===== config.mk =====
export PLATFORM = sky130hd
export DESIGN_NAME = rns_dft_bin_flat
export DESIGN_NICKNAME = d
export VERILOG_FILES = /design/src/rtl/rns_dft_bin_if.sv /design/src/rtl/rns_dft_bin.sv /design/src/flat_wrapper.sv
export SDC_FILE = /design/constraint.sdc
export NUM_CORES = 2
export LEC_CHECK = 0
export ABC_AREA = 1
export CAP_MARGIN = 20
export CORE_MARGIN = 2
export CORE_UTILIZATION = 50
export DETAILED_ROUTE_END_ITERATION = 10
export PLACE_DENSITY = 0.66
export SLEW_MARGIN = 20
export SYNTH_ARGS = -nofsm -noshare
export SYNTH_HDL_FRONTEND = slang
export SYNTH_SLANG_ARGS = --single-unit
export TNS_END_PERCENT = 50

===== constraint.sdc =====
create_clock -name clk -period 12.2 [get_ports clk]
set_input_delay 3.66 -clock clk [delete_from_list [all_inputs] [get_ports clk]]
set_output_delay 3.66 -clock clk [all_outputs]
set_load 0.1 [all_outputs]

===== src/rtl/rns_dft_bin_if.sv =====
// rns_dft_bin_if: command/result bundle for the RNS single-bin DFT engine.
//   addr      - sample index for writes, bin index k for start
//   x         - signed sample to store
//   operation - 00 none, 01 write sample, 10 start bin, 11 reserved
//   y_re/y_im - packed residues, M0 channel in the low RW bits
//   busy      - bin computation in progress
//   done      - one-cycle pulse when y_re/y_im update
// master drives commands (host side), slave is the engine.
interface rns_dft_bin_if #(
  parameter int unsigned W  = 16,
  parameter int unsigned AW = 3,
  parameter int unsigned RW = 8
);
  logic [AW-1:0]       addr;
  logic signed [W-1:0] x;
  logic [1:0]          operation;
  logic [4*RW-1:0]     y_re;
  logic [4*RW-1:0]     y_im;
  logic                busy;
  logic                done;

  modport master (output addr, x, operation, input y_re, y_im, busy, done);
  modport slave  (input addr, x, operation, output y_re, y_im, busy, done);
endinterface


===== src/rtl/rns_dft_bin.sv =====
// rns_dft_bin: single-bin N-point DFT accumulated in four RNS channels.
// Samples are written into a register buffer while idle; a start command
// walks n = 0..N-1 with twiddle index n*k mod N (by repeated addition),
// and each channel runs residue -> modular multiply -> modular accumulate.
// Ports:
//   clk   - clock, rising edge
//   reset - asynchronous, active-high
//   bus   - rns_dft_bin_if.slave (addr, x, operation in; y_re, y_im, busy, done out)
// Optional feature: define RNS_DFT_IM_EN to build the imaginary (-sin) path;
// without it y_im is constant zero and y_re timing is unchanged.
module rns_dft_bin #(
  parameter int unsigned N  = 8,
  parameter int unsigned W  = 16,
  parameter int unsigned Q  = 7,
  parameter int unsigned M0 = 233,
  parameter int unsigned M1 = 239,
  parameter int unsigned M2 = 241,
  parameter int unsigned M3 = 251,
  parameter int unsigned RW = 8
) (
  input logic          clk,
  input logic          reset,
  rns_dft_bin_if.slave bus
);
  localparam int unsigned AW = $clog2(N);
  localparam int unsigned ModTab [4] = '{M0, M1, M2, M3};

  // Rounded (half away from zero) scaled twiddle: 2^Q*cos or -2^Q*sin.
  function automatic int tw_val(input int unsigned i, input bit is_sin);
    real ang;
    real v;
    ang = 2.0 * 3.14159265358979323846 * real'(i) / real'(N);
    v   = is_sin ? -$sin(ang) : $cos(ang);
    v   = v * (2.0 ** Q);
    if (v >= 0.0) return $rtoi(v + 0.5);
    return -$rtoi(0.5 - v);
  endfunction

  function automatic logic [RW-1:0] to_res(input int t, input int unsigned m);
    int r;
    r = t % int'(m);
    if (r < 0) r = r + int'(m);
    return RW'(r);
  endfunction

  typedef enum logic [1:0] {StIdle, StRun, StDrain} state_e;

  state_e              r_state;
  logic [AW-1:0]       r_n;
  logic [AW-1:0]       r_idx;
  logic [AW-1:0]       r_k;
  logic [1:0]          r_dcnt;
  logic                r_v1;
  logic                r_v2;
  logic                r_busy;
  logic                r_done;
  logic signed [W-1:0] r_mem [N];
  logic [4*RW-1:0]     r_y_re;
  logic [4*RW-1:0]     r_y_im;
  logic [4*RW-1:0]     w_acc_re;
  logic [4*RW-1:0]     w_acc_im;

  logic                w_start;
  logic                w_issue;
  logic                w_addr_ok;
  logic [AW:0]         w_addr_ext;
  logic [AW-1:0]       w_k;
  logic [AW:0]         w_idx_sum;
  logic [AW-1:0]       w_idx_nxt;
  logic [W-1:0]        w_sample;

  always_comb begin
    w_start    = (r_state == StIdle) && (bus.operation == 2'b10);
    w_issue    = (r_state == StRun);
    w_addr_ext = {1'b0, bus.addr};
    w_addr_ok  = (w_addr_ext < (AW+1)'(N));
    // addr < 2^AW < 2N, so one conditional subtract gives addr mod N
    w_k        = w_addr_ok ? bus.addr : AW'(w_addr_ext - (AW+1)'(N));
    w_idx_sum  = {1'b0, r_idx} + {1'b0, r_k};
    w_idx_nxt  = (w_idx_sum >= (AW+1)'(N)) ? AW'(w_idx_sum - (AW+1)'(N)) : AW'(w_idx_sum);
    w_sample   = r_mem[r_n];
  end

  always_ff @(posedge clk or posedge reset) begin
    if (reset) begin
      r_state <= StIdle;
      r_n     <= '0;
      r_idx   <= '0;
      r_k     <= '0;
      r_dcnt  <= '0;
      r_v1    <= 1'b0;
      r_v2    <= 1'b0;
      r_busy  <= 1'b0;
      r_done  <= 1'b0;
      r_y_re  <= '0;
      r_y_im  <= '0;
      for (int i = 0; i < N; i++) r_mem[i] <= '0;
    end else begin
      r_done <= 1'b0;
      r_v1   <= w_issue;
      r_v2   <= r_v1;
      unique case (r_state)
        StIdle: begin
          if (bus.operation == 2'b01 && w_addr_ok) begin
            r_mem[bus.addr] <= bus.x;
          end else if (bus.operation == 2'b10) begin
            r_k     <= w_k;
            r_n     <= '0;
            r_idx   <= '0;
            r_busy  <= 1'b1;
            r_state <= StRun;
          end
        end
        StRun: begin
          r_idx <= w_idx_nxt;
          if (r_n == AW'(N - 1)) begin
            r_n     <= '0;
            r_dcnt  <= '0;
            r_state <= StDrain;
          end else begin
            r_n <= r_n + AW'(1);
          end
        end
        StDrain: begin
          // two edges to flush stages 2/3, publish on the third
          if (r_dcnt == 2'd2) begin
            r_y_re  <= w_acc_re;
            r_y_im  <= w_acc_im;
            r_done  <= 1'b1;
            r_busy  <= 1'b0;
            r_state <= StIdle;
          end else begin
            r_dcnt <= r_dcnt + 2'd1;
          end
        end
        default: r_state <= StIdle;
      endcase
    end
  end

  for (genvar c = 0; c < 4; c++) begin : g_ch
    localparam int unsigned Mc  = ModTab[c];
    localparam logic [RW:0] McW = (RW+1)'(Mc);

    logic [RW-1:0] w_cos_rom [N];
    logic [W:0]    w_mag;
    logic [31:0]   w_mag_mod;
    logic [RW-1:0] w_xres;
    logic [RW:0]   w_sum_re;
    logic [RW-1:0] r_xr;
    logic [RW-1:0] r_tc;
    logic [RW-1:0] r_pc;
    logic [RW-1:0] r_acc_re;

    for (genvar i = 0; i < N; i++) begin : g_rom
      localparam logic [RW-1:0] CosRes = to_res(tw_val(i, 1'b0), Mc);
      assign w_cos_rom[i] = CosRes;
    end

    always_comb begin
      w_mag     = w_sample[W-1] ? ({1'b0, ~w_sample} + (W+1)'(1)) : {1'b0, w_sample};
      w_mag_mod = 32'(w_mag) % 32'(Mc);
      w_xres    = (w_sample[W-1] && (w_mag_mod != 32'd0)) ? RW'(32'(Mc) - w_mag_mod)
                                                          : RW'(w_mag_mod);
      w_sum_re  = {1'b0, r_acc_re} + {1'b0, r_pc};
    end

    always_ff @(posedge clk or posedge reset) begin
      if (reset) begin
        r_xr     <= '0;
        r_tc     <= '0;
        r_pc     <= '0;
        r_acc_re <= '0;
      end else begin
        if (w_issue) begin
          r_xr <= w_xres;
          r_tc <= w_cos_rom[r_idx];
        end
        if (r_v1) r_pc <= RW'((32'(r_xr) * 32'(r_tc)) % 32'(Mc));
        if (w_start) r_acc_re <= '0;
        else if (r_v2) r_acc_re <= (w_sum_re >= McW) ? RW'(w_sum_re - McW) : RW'(w_sum_re);
      end
    end

    assign w_acc_re[c*RW +: RW] = r_acc_re;

`ifdef RNS_DFT_IM_EN
    logic [RW-1:0] w_sin_rom [N];
    logic [RW:0]   w_sum_im;
    logic [RW-1:0] r_ts;
    logic [RW-1:0] r_ps;
    logic [RW-1:0] r_acc_im;

    for (genvar i = 0; i < N; i++) begin : g_srom
      localparam logic [RW-1:0] SinRes = to_res(tw_val(i, 1'b1), Mc);
      assign w_sin_rom[i] = SinRes;
    end

    assign w_sum_im = {1'b0, r_acc_im} + {1'b0, r_ps};

    always_ff @(posedge clk or posedge reset) begin
      if (reset) begin
        r_ts     <= '0;
        r_ps     <= '0;
        r_acc_im <= '0;
      end else begin
        if (w_issue) r_ts <= w_sin_rom[r_idx];
        if (r_v1) r_ps <= RW'((32'(r_xr) * 32'(r_ts)) % 32'(Mc));
        if (w_start) r_acc_im <= '0;
        else if (r_v2) r_acc_im <= (w_sum_im >= McW) ? RW'(w_sum_im - McW) : RW'(w_sum_im);
      end
    end

    assign w_acc_im[c*RW +: RW] = r_acc_im;
`else
    assign w_acc_im[c*RW +: RW] = '0;
`endif
  end

  assign bus.y_re = r_y_re;
  assign bus.y_im = r_y_im;
  assign bus.busy = r_busy;
  assign bus.done = r_done;

endmodule


===== src/flat_wrapper.sv =====
// flat-port wrapper written by rule: the top's interface ports become plain ports
module rns_dft_bin_flat 
#(
  parameter int unsigned N  = 8,
  parameter int unsigned W  = 16,
  parameter int unsigned Q  = 7,
  parameter int unsigned M0 = 233,
  parameter int unsigned M1 = 239,
  parameter int unsigned M2 = 241,
  parameter int unsigned M3 = 251,
  parameter int unsigned RW = 8
)
  (clk, reset, bus_addr, bus_x, bus_operation, bus_y_re, bus_y_im, bus_busy, bus_done);
  rns_dft_bin_if #(.W(W), .AW(3), .RW(RW)) bus_i ();
  input logic clk;
  input logic reset;
  input wire logic [$bits(bus_i.addr)-1:0] bus_addr;
  input wire logic [$bits(bus_i.x)-1:0] bus_x;
  input wire logic [$bits(bus_i.operation)-1:0] bus_operation;
  output wire logic [$bits(bus_i.y_re)-1:0] bus_y_re;
  output wire logic [$bits(bus_i.y_im)-1:0] bus_y_im;
  output wire logic [$bits(bus_i.busy)-1:0] bus_busy;
  output wire logic [$bits(bus_i.done)-1:0] bus_done;
  assign bus_i.addr = bus_addr;
  assign bus_i.x = bus_x;
  assign bus_i.operation = bus_operation;
  assign bus_y_re = bus_i.y_re;
  assign bus_y_im = bus_i.y_im;
  assign bus_busy = bus_i.busy;
  assign bus_done = bus_i.done;
  rns_dft_bin #(.N(N), .W(W), .Q(Q), .M0(M0), .M1(M1), .M2(M2), .M3(M3), .RW(RW)) u_core (.clk(clk), .reset(reset), .bus(bus_i));
endmodule

# Yosys cells after proc, flatten, opt, wreduce, memory -nomap -nowiden
# Memory sizes are Yosys's and may differ from the RTL's. A register that Yosys moved wholly into a read port is not among the register bits.
# Index checks and enable logic that the tools add are counted.
[word_totals] reg_bits=273 mem_bits_ro=256 in_bits=23 output_inout_bits=66 word_cells=152 mem_count=4
[classes] n_addsub=17 mul=4 div=8 n_lt_le_gt_ge=8 eq_ne=11 mux=43 bitwise_logic=5 reduce_logical=22
[mem_list] memory="(no name shown)" depth=8 width=8 read_ports=1 rd_clocked_by_memory_dff=1 wr=0 line_no="rns_dft_bin.sv:177" source="r_tc <= w_cos_rom[r_idx];"
[mem_list] memory="(no name shown)" depth=8 width=8 read_ports=1 rd_clocked_by_memory_dff=1 wr=0 line_no="rns_dft_bin.sv:177"
[mem_list] memory="(no name shown)" depth=8 width=8 read_ports=1 rd_clocked_by_memory_dff=1 wr=0 line_no="rns_dft_bin.sv:177"
[mem_list] memory="(no name shown)" depth=8 width=8 read_ports=1 rd_clocked_by_memory_dff=1 wr=0 line_no="rns_dft_bin.sv:177"
[ops] op="bitwise mux 128 bit" n=1
[ops] op="modulo 16 x 8 -> 32 bit (second input constant)" n=4
[ops] op="modulo 17 x 8 -> 32 bit (second input constant)" n=4
[ops] op="2-to-1 mux 8 bit" n=16
[ops] op="nonzero test 32 bit" n=4
[ops] op="multiplier 8 x 8 -> 16 bit" n=4
[ops] op="binary-select mux 16 bit (select 3 bit)" n=1
[ops] op="demux 16 bit (select 3 bit)" n=1
[ops] op="2-to-1 mux 16 bit" n=3
[ops] op="adder 8 x 8 -> 9 bit" n=4
[ops] op="greater-or-equal comparator 9 x 8 -> 1 bit (second input constant)" n=4
[ops] op="subtractor 8 bit (first input constant)" n=4
[ops] op="subtractor 8 bit (second input constant)" n=4
[ops] op="adder 16 x 1 -> 17 bit (second input constant)" n=1
[ops] op="2-to-1 mux 17 bit" n=1
[ops] op="NOT 16 bit" n=1
[ops] op="greater-or-equal comparator 4 bit (second input constant)" n=3
[ops] op="2-to-1 mux 2 bit" n=6
[ops] op="2-to-1 mux 3 bit" n=4
[ops] op="NOT 3 -> 4 bit" n=3
[ops] op="one-hot mux 3 bit (2 select lines)" n=2
[ops] op="AND reduction 3 bit" n=3
[ops] op="inequality test 2 bit (second input constant)" n=4
[ops] op="AND reduction 4 bit" n=2
[ops] op="18 further kinds" n=34

# Depth between registers and ports, before layout
[depth] word_depth=11 mapped_depth=92 depth_no_buf=89

# Least setup slack after synthesis
# OpenSTA, ideal clock, no wires.
[synth_timing] path_type="reg2reg" startpoint="register, netlist name u_core.g_ch[0].r_tc[6]" endpoint="register u_core.g_ch[1].r_pc[7]" arrival_ns=10.624 t_required_ns=12.083 path_slack_ns=1.458 path_stages_with_launch=77 cell_sequence="dfrtp_1 > clkbuf_1 > buf_1 > nand2_1 > inv_1 > fa_1 > ha_1 > inv_1 > fa_1 > fa_1 > inv_1 > ha_1 > nand2_1 > nand2_1 > a31oi_1 > nor2_1 > o21ai_0 > nand2_1 > [... 41 more ...] > ha_1 > nand3_1 > o21ai_2 > nand2_1 > nand3_1 > buf_6 > nand2_1 > nand2_1 > inv_1 > ha_1 > nand3_1 > o21ai_0 > nand2_1 > nand2_2 > buf_4 > nand4_1 > nand3_1 > nand2_1"
[synth_lines] element="to (signal assigned)" line_no="rns_dft_bin.sv:179" source="if (r_v1) r_pc <= RW'((32'(r_xr) * 32'(r_tc)) % 32'(Mc));"
[synth_lines] element="to (decl)" line_no="rns_dft_bin.sv:152" source="logic [RW-1:0] r_pc;"

==> impl_results.md <==
* Status: complete, no violations
* DRC at 0
* CP Buf/Inv Count at 9
* Footprint of the multi-input gates at about 31,000 sq um
* Worst setup EP type: register
* Layout cells sized above 1 at between 10 and 15%
* Die width at about 300 um
* Fin nets at 7,227
* Clock Root Buffer: clkbuf_16
* Most frequent CP cell: nand2_1
* Synthesis Warnings at 0
* Core area at 85,400 sq um
* Synth Area in Compound Gates at under 10%
* Largest net degree at the start of global routing at between 100 and 150
* Worst Tran Pin Value at 1.00 ns
* Post-layout util at roughly 54%
* Skew-Pair Late Insertion Delay at roughly 0.57 ns
* Largest family of logic cells by synthesized area: simple AND/OR/NAND/NOR gates
* Count leader, synth: nand2_1
* # rows at between 100 and 150
* Final min period at 11.18 ns
* Clk_skew at 0.0187 ns
* Critical path launch point: u_core.g_ch[0].r_tc[6]
* Total clock buffers created by CTS at 35
* Final hold viol count at 0
* Worst Reg-to-Reg Cells at 72
* Critical Path Fanout Max at 12
* Vias in the first global route at around 37k
* Mux cell area share after synthesis at 0%
* # fillers at approximately 8.6k
* Die area at 88,800 sq um
* Hold WC Path Type: reg -> reg
* Gp weighted congestion at around 0.89
* Synth top area share at about 18%
* Starting DRT DRC Count at around 2.2k
* Initial core utilization at between 50% and 60%
* TritonRoute pass-1 iters at 5
* RSZ-0062 raised after global routing: true
* RR Startpoint: u_core.g_ch[0].r_tc[6]
* Dominant synthesized flop cell: dfrtp_1
* CTS Sinks at 281
* CTS tree: built
* Worst r2r dst: u_core.g_ch[3].r_pc[0]
* Worst Setup Start Kind: register
* P&R area growth vs syn at 7.06%
* Adder-cell share of the synthesized area at between 10% and 20%
* Global-route wire length before repair at around 170,000 um
* WP data arrival at about 12 ns
* Die Y at 298 um
* R2r setup slk at a little over 1 ns
* Placed Cells at a little under 8k
* Final setup fails at 0
* Clock Path Buffers at 3
* Initial antenna violation count at 0
* FMAX at 89.4 MHz
* Count of cell types in the netlist at 79
* Critical Path RT at approximately 13 ns
* Port Buffers at 56
* Ports at 89
* Max-cap violation count at 0
* Total gr overflow at 0
* Fraction of the mapped netlist area in simple logic gates at between 40 and 50%
* Antenna viol nets, final at 0
* Final HPWL DP at just under 80,000 um
* Critical Path Sink: u_core.g_ch[3].r_pc[0]
* Largest area contributor in the netlist: nand2_1
* Post-synth top cells: 2,120 x nand2_1, 1,019 x inv_1, 579 x nand3_1, 396 x nor2_1, 353 x o21ai_0
* FF+latch area at 7050 sq um
* Worst path depth at 72
* Top post-synthesis cells by area: nand2_1 18%, dfrtp_1 16%, inv_1 8.8%
* Post-Synth XOR/XNOR Area at 4.45%
* Max stage delay cell, worst path: dfrtp_4
* H-tree depth at 2
* Antenna Cells at 0
* Synthesized area at 43,200 sq um
* Wirelength, routed at 101,000 um
* Vias per inst at just over 5
* Slowest cell delay on critical path at roughly 0.55 ns
* Avg Cell Area, Syn at roughly 6.4 sq um
* Period utilisation layout at 91.6%
* Critical path class: reg -> reg
* Max Slew Vio Count at 0
* Post-synthesis sequential area ratio at 16.3%
* GRT Total Usage at between 20 and 25%
* Gate Count Post-Synth at ~6.8k
* EDFF count, synth at 0
* Via count at between 40k and 50k
* Detailed-route wire length per cell at 12.6 um
* Cell Count, Final, Fillers Out at between 7k and 8k
* Slew Limit Headroom at between 30% and 40%
* Worst-path clk slew at 0.05 ns
* Asr flop ratio synth at 100%
* CP delay by family, top: simple AND/OR/NAND/NOR gates
* CTS hold repair buffers at 0
* Flops & latches, synth at ~280
[metal layers]
| layer | part of all wire [%] | track usage [%] | vias to the layer above |
|---|---|---|---|
| met2 | 47 | 38.2 | 549 |
| met4 | 1.6 | 4.06 | 0 |
| li1 | - | - | 21400 |
| met5 | 0 | 0 | - |
| met3 | 3.5 | 2.11 | 96 |
| met1 | 48 | 30.6 | 18300 |
[sequential cells by signal, indices dropped and copies added (netlist names), 3 cells and up]
register / flops
u_core.r_k: 3
u_core.g_ch.r_tc: 8
u_core.g_ch.r_pc: 32
u_core.r_n: 3
u_core.g_ch.r_acc_re: 32
u_core.r_idx: 3
u_core.r_mem: 128
u_core.bus.y_re: 32
u_core.g_ch.r_xr: 32
[through the flow]
step	setup WS (ns)	instance area [sq um]	hold slack (ns)	setup TNS [ns]
4_1_cts	0.0150	45500	0.484	0
5_1_grt	-0.0509	46300	0.505	-0.359
3_5_place_dp	-0.299	44300	0.470	-2.05
3_3_place_gp	-0.0914	44300	0.462	-0.449
6_report	1.02	46300	0.481	0
2_1_floorplan	0.789	43300	0.448	0
[placed cells by master (no fill, tap or decap), types with 48 or more instances in the layout]
| cell type | n |
|---|---|
| nand2_4 | 89 |
| xor2_1 | 158 |
| inv_2 | 78 |
| a21oi_1 | 133 |
| o21ai_0 | 340 |
| dfrtp_1 | 272 |
| ha_1 | 237 |
| nor2_2 | 83 |
| nor2_4 | 48 |
| nand3_2 | 72 |
| nand2_2 | 290 |
| inv_1 | 1012 |
| nand3_1 | 570 |
| fa_1 | 141 |
| nand4_1 | 153 |
| o21ai_1 | 67 |
| buf_4 | 74 |
| clkdlybuf4s50_1 | 56 |
| nand2_1 | 2102 |
| nor2_1 | 375 |
[cell families after synthesis]
| group | count (synthesis) |
|---|---|
| xor+xnor | 212 |
| flops | 281 |
| fa+ha+maj | 381 |
| simple gates | 3923 |
| compound gates | 705 |
| buf+inv | 1296 |
| other cells | 1 |
[cell type report]
cell class	instances	share of cell area, %
Clock buffer	46	2.11
Clock inverter	16	0.622
Inverter	1116	9.15
Multi-Input combinational cell	5256	67.3
Sequential cell	281	15.2
Tap cell	1144	3.09
Timing Repair Buffer	133	2.53
[worst min-delay path by stage]
stage | cells after the start | to | slack, ns | startpoint
5_1_grt | 2 | u_core.r_mem[96] | 0.50 | u_core.r_mem[96]
2_1_floorplan | 2 | u_core.r_mem[31] | 0.45 | u_core.r_mem[31]
3_5_place_dp | 2 | u_core.r_mem[108] | 0.47 | u_core.r_mem[108]
3_3_place_gp | 2 | u_core.r_mem[30] | 0.46 | u_core.r_mem[30]
6_report | 2 | u_core.r_mem[70] | 0.48 | u_core.r_mem[70]
4_1_cts | 2 | u_core.r_mem[108] | 0.48 | u_core.r_mem[108]
[timing repair]
action,in CTS,in global routing
gates resized for setup,3,126
cloned,0,3
pin swaps,0,24
endpoints found under the setup margin,10,32
buffers inserted,0,30
[worst register-to-register path, delay by kind of cell, from the launching register on]
kind                       cells  cell delay [ns]
and+or+nand+nor               47             5.10
xor gates and xnor gates       2             0.44
AOI/OAI and AO/OA              6             1.08
buffers and inverters          9             0.84
adders and majority gates      8             3.06
DFF                            1             0.55
Power is not shown: default switching activity piles up to over one toggle a cycle in this logic, so the estimate is an artifact.
